## src/rtl/cpu_obi_data_slice.sv

```systemverilog
// Registered OBI data request slice with outstanding-transaction limiter.
// Optional response register: define CPU_OBI_SLICE_RSP_REG_EN.
package cpu_obi_pkg;
  typedef struct packed {
    logic        req;
    logic        we;
    logic [3:0]  be;
    logic [31:0] addr;
    logic [31:0] wdata;
  } obi_req_t;

  typedef struct packed {
    logic        gnt;
    logic        rvalid;
    logic [31:0] rdata;
  } obi_resp_t;
endpackage

module cpu_obi_data_slice
  import cpu_obi_pkg::*;
#(
  parameter int MAX_OUTSTANDING = 2,
  parameter int CNT_W           = $clog2(MAX_OUTSTANDING + 1)
) (
  input  logic             clk_i,
  input  logic             rst_i,
  input  obi_req_t         core_req_i,
  output obi_resp_t        core_resp_o,
  output obi_req_t         bus_req_o,
  input  obi_resp_t        bus_resp_i,
  output logic [CNT_W-1:0] outstanding_o,
  output logic             idle_o,
  output logic             err_o
);

  localparam logic [CNT_W-1:0] MAX_CNT = CNT_W'(MAX_OUTSTANDING);
  localparam logic [CNT_W-1:0] ONE     = CNT_W'(1);

  // Handshakes: a request transfers on a cycle where req && gnt are both high;
  // gnt never depends on bus-side signals, and the bus side holds its request
  // stable until the cycle where bus gnt is sampled high. Responses are
  // single-cycle rvalid pulses with no back-pressure.
  logic             valid_q;
  logic             we_q;
  logic [3:0]       be_q;
  logic [31:0]      addr_q;
  logic [31:0]      wdata_q;
  logic [CNT_W-1:0] cnt_q;
  logic             err_q;

  logic             core_gnt;
  logic             core_rvalid;
  logic [31:0]      core_rdata;
  logic             rsp_drop;
  logic             rsp_idle;

  assign core_gnt = core_req_i.req && !valid_q && (cnt_q < MAX_CNT);

`ifdef CPU_OBI_SLICE_RSP_REG_EN
  logic             rvalid_q;
  logic [31:0]      rdata_q;
  logic [CNT_W-1:0] cnt_pend;

  // A response parked in rvalid_q is still counted in cnt_q until presented.
  assign cnt_pend    = cnt_q - CNT_W'(rvalid_q);
  assign rsp_drop    = bus_resp_i.rvalid && (cnt_pend == '0);
  assign core_rvalid = rvalid_q;
  assign core_rdata  = rdata_q;
  assign rsp_idle    = !rvalid_q;

  always_ff @(posedge clk_i or posedge rst_i) begin
    if (rst_i) begin
      rvalid_q <= 1'b0;
      rdata_q  <= '0;
    end else begin
      rvalid_q <= bus_resp_i.rvalid && !rsp_drop;
      if (bus_resp_i.rvalid && !rsp_drop) rdata_q <= bus_resp_i.rdata;
    end
  end
`else
  assign rsp_drop    = bus_resp_i.rvalid && (cnt_q == '0);
  assign core_rvalid = bus_resp_i.rvalid && !rsp_drop;
  assign core_rdata  = bus_resp_i.rdata;
  assign rsp_idle    = 1'b1;
`endif

  always_comb begin
    core_resp_o        = '0;
    core_resp_o.gnt    = core_gnt;
    core_resp_o.rvalid = core_rvalid;
    core_resp_o.rdata  = core_rdata;
  end

  always_comb begin
    bus_req_o = '0;
    if (valid_q) begin
      bus_req_o.req   = 1'b1;
      bus_req_o.we    = we_q;
      bus_req_o.be    = be_q;
      bus_req_o.addr  = addr_q;
      bus_req_o.wdata = wdata_q;
    end
  end

  always_ff @(posedge clk_i or posedge rst_i) begin
    if (rst_i) begin
      valid_q <= 1'b0;
      we_q    <= 1'b0;
      be_q    <= '0;
      addr_q  <= '0;
      wdata_q <= '0;
    end else if (core_gnt) begin
      valid_q <= 1'b1;
      we_q    <= core_req_i.we;
      be_q    <= core_req_i.be;
      addr_q  <= core_req_i.addr;
      wdata_q <= core_req_i.wdata;
    end else if (valid_q && bus_resp_i.gnt) begin
      valid_q <= 1'b0;
    end
  end

  // Accept and delivery in the same cycle cancel out.
  always_ff @(posedge clk_i or posedge rst_i) begin
    if (rst_i) begin
      cnt_q <= '0;
    end else if (core_gnt && !core_rvalid) begin
      cnt_q <= cnt_q + ONE;
    end else if (!core_gnt && core_rvalid) begin
      cnt_q <= cnt_q - ONE;
    end
  end

  always_ff @(posedge clk_i or posedge rst_i) begin
    if (rst_i) err_q <= 1'b0;
    else if (rsp_drop) err_q <= 1'b1;
  end

  assign outstanding_o = cnt_q;
  assign idle_o        = !valid_q && (cnt_q == '0) && rsp_idle;
  assign err_o         = err_q;

endmodule
```

## config.mk

```make
export PLATFORM = sky130hd
export DESIGN_NAME = cpu_obi_data_slice
export DESIGN_NICKNAME = d
export VERILOG_FILES = /design/src/rtl/cpu_obi_data_slice.sv
export SDC_FILE = /design/constraint.sdc
export NUM_CORES = 1
export LEC_CHECK = 0
export CAP_MARGIN = 10
export CORE_AREA = 2 2 124 96
export CTS_BUF_LIST = sky130_fd_sc_hd__clkbuf_4
export DETAILED_ROUTE_END_ITERATION = 16
export DIE_AREA = 0 0 126 98
export PLACE_DENSITY_LB_ADDON = 0.3
export SETUP_SLACK_MARGIN = 0.3
export SYNTH_ARGS = -nofsm -noshare
export SYNTH_HDL_FRONTEND = slang
export SYNTH_SLANG_ARGS = --single-unit
```

## constraint.sdc

```tcl
create_clock -name clk_i -period 2.1 [get_ports clk_i]
set_input_delay 0.42 -clock clk_i [delete_from_list [all_inputs] [get_ports clk_i]]
set_output_delay 0.42 -clock clk_i [all_outputs]
set_load 0.005 [all_outputs]
```

; ---- Word level (Yosys, flattened, before mapping)
; Index checks and enable logic that the tools add are counted.
[word_totals]
ff_bits = 73
latchBits = 0
ram_bits = 0
mem_bits_ro = 0
out_inout_bits = 108
wordCells = 30
n_memories = 0
[op_classes]
addsub = 2
mul = 0
n_div = 0
n_lt_le_gt_ge = 1
eq_ne = 0
n_shift = 0
mux = 5
bitwise_logic = 0
reduce_logical = 15
[op_table]
columns = op, count
row1 = 70-bit 2-to-1 mux, 1
row2 = 1-bit logical AND, 8
row3 = 1-bit zero test, 4
row4 = 2-bit 2-to-1 mux, 2
row5 = 2-bit nonzero test, 2
row6 = 2-bit by 1-bit adder with 2-bit output (second input constant), 1
row7 = 2-bit zero test, 1
row8 = 2-bit less-than comparator (second input constant), 1
row9 = 1-bit 2-to-1 mux, 2
row10 = 2-bit by 1-bit subtractor with 2-bit output (second input constant), 1

; ---- Depth between registers and ports, before layout
[logic_depth]
word_depth = 7
depth_mapped = 8

; ---- Worst setup path after synthesis
; No wires, ideal clock.
[synth_path]
path_kind = register to register
startpoint = register valid_q
endpoint = register cnt_q[1] (netlist: outstanding_o[1])
setup_time_ns = 0.128
arrival_ns = 1.509
setup_slack_ns = 0.463
path_stages_with_launch = 9
n_path_buf = 3
synth_period_minus_slack_ns = 1.637
cell_sequence = dfrtp_1 > buf_6 > nor3b_2 > buf_6 > buf_12 > ha_1 > xor2_1 > nor2_1 > xor2_1
[synth_via]
elab_chain_cells = 6
word_cells_on_any_way = 8
classes_between = 1 x mux / 7 x reduce/logical
[synth_lines]
columns = element, line
row1 = from (decl), 43  ; logic valid_q;
row2 = from (signal assigned), 107  ; valid_q <= 1'b0;
row3 = from (signal assigned), 113  ; valid_q <= 1'b1;
row4 = from (signal assigned), 119  ; valid_q <= 1'b0;
row5 = 1-bit zero test *, 57  ; assign core_gnt = core_req_i.req && !valid_q && (cnt_q < MAX_CNT);
row6 = 1-bit logical AND * (2 in series), 57
row7 = via core_gnt, 51  ; logic core_gnt;
row8 = 1-bit zero test, 129  ; end else if (!core_gnt && core_rvalid) begin
row9 = 1-bit logical AND, 129
row10 = 2-bit nonzero test (no source line), -
row11 = to (signal assigned), 128  ; cnt_q <= cnt_q + ONE;
row12 = to (signal assigned), 130  ; cnt_q <= cnt_q - ONE;
row13 = to (decl), 48  ; logic [CNT_W-1:0] cnt_q;
; The timed path passes the listed nets; every way through them passes the cells marked *.
; A chain may end at the register's enable or synchronous reset.

==> impl_metrics.json <==
{
  "grt_util_all_layers_pct": 14.2,
  "setup_total_negative_slack_ps": 0,
  "critPathMaxFanout": 4,
  "clk_transition_reported_paths_ps": 120,
  "detailroute.via_count": 2572,
  "pwr_density_cell_mw_per_mm2": 1430,
  "worstSkewPairLatency_ps": 410,
  "drt_wl_total_um": 10300,
  "numPortBuffers": 149,
  "synth_nets": 383,
  "gr-total-overflow": 0,
  "initial_core_util_pct": 34.2,
  "post_layout_utilization_of_the_core_pct": 54.4,
  "worst-setup-path-type": "reg2out",
  "nNetsFinal": 549,
  "finish.instance_area_mm2": 0.00611,
  "finalSetupViolCount": 0,
  "setup_ws_ps": 35.7,
  "synthToLayoutAreaGrowth_pct": 59.3,
  "timing.final.max_slew_violations": 0,
  "floorplan.core_area_mm2": 0.0112,
  "rsz0062_at_grt": "yes",
  "synth_warnings": 0,
  "timing.max_cap.violations": 0,
  "core_rows": 34,
  "clock_tree_from_tritoncts": "yes",
  "synth-seq-area-share_pct": 47.6,
  "placement.cell_area_mm2": 0.00520,
  "cts.hold.buffers_added": 0,
  "max_clock_freq_mhz": 484,
  "root_buffer": "clkbuf_4",
  "synthesis.instances": 276,
  "min_period_over_period_pct": 98.3,
  "end_of_the_worst_register_to_register_path": "wdata_q[21]$_DFFE_PP0P_",
  "hpwl_reported_at_the_end_of_detailed_placement_um": 5630,
  "largest_net_degree_at_the_start_of_global_routing": 28,
  "post_drt_wl_per_cell_um": 17.5,
  "p_total_mw": 8.72,
  "cts-htree-levels": 3,
  "dp_cells": 526,
  "fin_hold_ws_ps": 407,
  "stdcell_count": 592,
  "worstRegToRegCells": 9,
  "synth-seq-cells": 73,
  "skew_ps": 13.7,
  "top_ports": 214,
  "initial_detailed_routing_violation_count": 61,
  "n_fill_cell": 992,
  "hold_removal_path_class": "in2async",
  "drive_gt1_share_pct": 59.7,
  "r2r_start": "valid_q$_DFFE_PP0P_",
  "critical_path.startpoint_type": "flop",
  "grt_antenna_before_repair": 0,
  "grt_pass1_vias": 2689,
  "cp_capture_type": "output port",
  "worst-endpoint-arrival_ps": 1640,
  "worst-r2r-setup-slack_ps": 80,
  "final_critical_delay_including_setup_and_external_delays_ps": 2060,
  "floorplan.die.height_um": 98,
  "run_status": "finished clean",
  "place_ws_ps": 12.9,
  "drc": 0,
  "synthesis.area_per_instance_um2": 13.9,
  "routed_via_density": 4.34,
  "max_slew.worst_pin.slew_ps": 533,
  "ant_nets": 0,
  "grt_first_pass_wirelength_um": 13800,
  "cts.sinks": 73,
  "power.static_leakage_nw": 2.89,
  "post_synth_instance_area_mm2": 0.00384,
  "required_ps": 1680,
  "max-slew-margin-rel_pct": 64.4,
  "globalplace.congestion": 0.716,
  "report.final.hold_viol_count": 0,
  "first_pass_iters": 4,
  "ir_drop_uv": 531,
  "cts_made_buffers": 9,
  "cts-root-to-sink-buffers": 2,
  "ys_types": 18,
  "die_width_um": 126,
  "full_die_area_mm2": 0.0123
}
kinds of logic after synthesis:
logic type	share of synthesized area, %
adder cells (fa/ha/maj)	0.326
buffers and inverters	12.1
multiplexers	26.9
XOR/XNOR	0.685
AND/OR/NAND/NOR	11.9
flip-flops	47.6
AO/OA/AOI/OAI	0.521
sequential cells by signal (all words and copies together), names as in the netlist:
signal,flops
be_q,4
err_o,1
addr_q,32
wdata_q,32
outstanding_o,2
we_q,1
valid_q,1
worst max-delay path, cell delays in order, from the launching register on:
cell	delay [ps]
dfrtp_2	460
buf_6	140
buf_12	120
buf_6	110
buf_6	110
nor3b_4	170
buf_2	140
power by group:
part	leakage, nW	switching, mW	internal, mW	total, mW
clock	0.0831	0.497	0.508	1.00
sequential	0.854	0.415	2.13	2.54
combinational	1.95	1.62	3.55	5.17
worst max path at each step:
stage	from	endpoint	slack [ps]	cells after the start
2_1_floorplan	valid_q$_DFFE_PP0P_	outstanding_o[1]$_DFFE_PP0P_	460	8
3_3_place_gp	bus_resp_i[32]	core_resp_o[32]	20	4
3_5_place_dp	bus_resp_i[32]	core_resp_o[32]	10	4
4_1_cts	valid_q$_DFFE_PP0P_	bus_req_o[30]	-120	3
5_1_grt	valid_q$_DFFE_PP0P_	core_resp_o[33]	-50	6
6_report	valid_q$_DFFE_PP0P_	core_resp_o[33]	40	6
final cells by class:
| type | count | area (um^2) | share of cell area, % |
|---|---|---|---|
| timing repair buffer | 206 | 2220 | 36.3 |
| antenna | 1 | 2.50 | 0.0409 |
| clock inverter | 5 | 80.1 | 1.31 |
| tap | 144 | 180 | 2.95 |
| clock buffer | 11 | 82.6 | 1.35 |
| inverter | 3 | 15.0 | 0.246 |
| sequential | 73 | 1830 | 29.9 |
| multi-input combinational | 149 | 1700 | 27.8 |
layer usage:
| layer | routed length [um] | track usage (%) | up-vias |
|---|---|---|---|
| met5 | 0 | 0 | - |
| met4 | 126 | 4.99 | 0 |
| met3 | 656 | 4.77 | 18 |
| met2 | 4840 | 21.7 | 88 |
| met1 | 4720 | 18.9 | 1272 |
| li1 | - | - | 1194 |
synth_stat cells:
master,number,area share [%]
mux2_4,68,27
clkbuf_1,7,0.68
buf_4,35,6.8
dfrtp_1,73,48
and2_1,68,11
ha_1,1,0.33
and2_2,1,0.20
mux2_2,1,0.29
buf_12,7,3.7
inv_1,3,0.29
xor2_1,2,0.46
xnor2_1,1,0.23
nor3_1,1,0.13
o21ai_0,1,0.13
nor2_1,2,0.20
a21o_1,2,0.39
nor3b_2,1,0.33
buf_6,2,0.59
cells in the final DEF (no fill, tap or decap):
cell type and count:
mux2_4 69, dfrtp_1 70, nor2_1 1, diode_2 1, dlymetal6s2s_1 1, clkinvlp_4 3
clkbuf_2 12, buf_16 3, inv_1 1, buf_12 7, clkdlybuf4s15_2 8, buf_2 22
dlygate4sd2_1 2, ha_4 1, buf_4 11, clkdlybuf4s50_1 74, xor2_2 1, nor2_2 1
bufinv_16 2, buf_8 1, clkinv_2 1, nor3_2 1, buf_6 55, dfrtp_2 3
and2_4 42, xor2_1 1, and2_1 27, inv_2 1, a21o_1 2, o21ai_4 1
nor3b_4 1, xnor2_1 1, clkbuf_4 11, clkbuf_16 10
repair_timing:
action                     CTS  global route
pin swaps                    3            21
gates resized for setup    226           144
setup buffers               12            22
setup endpoints to repair   75           144
cloned                       1            14
Note: power is estimated with default switching activity, not from simulation.
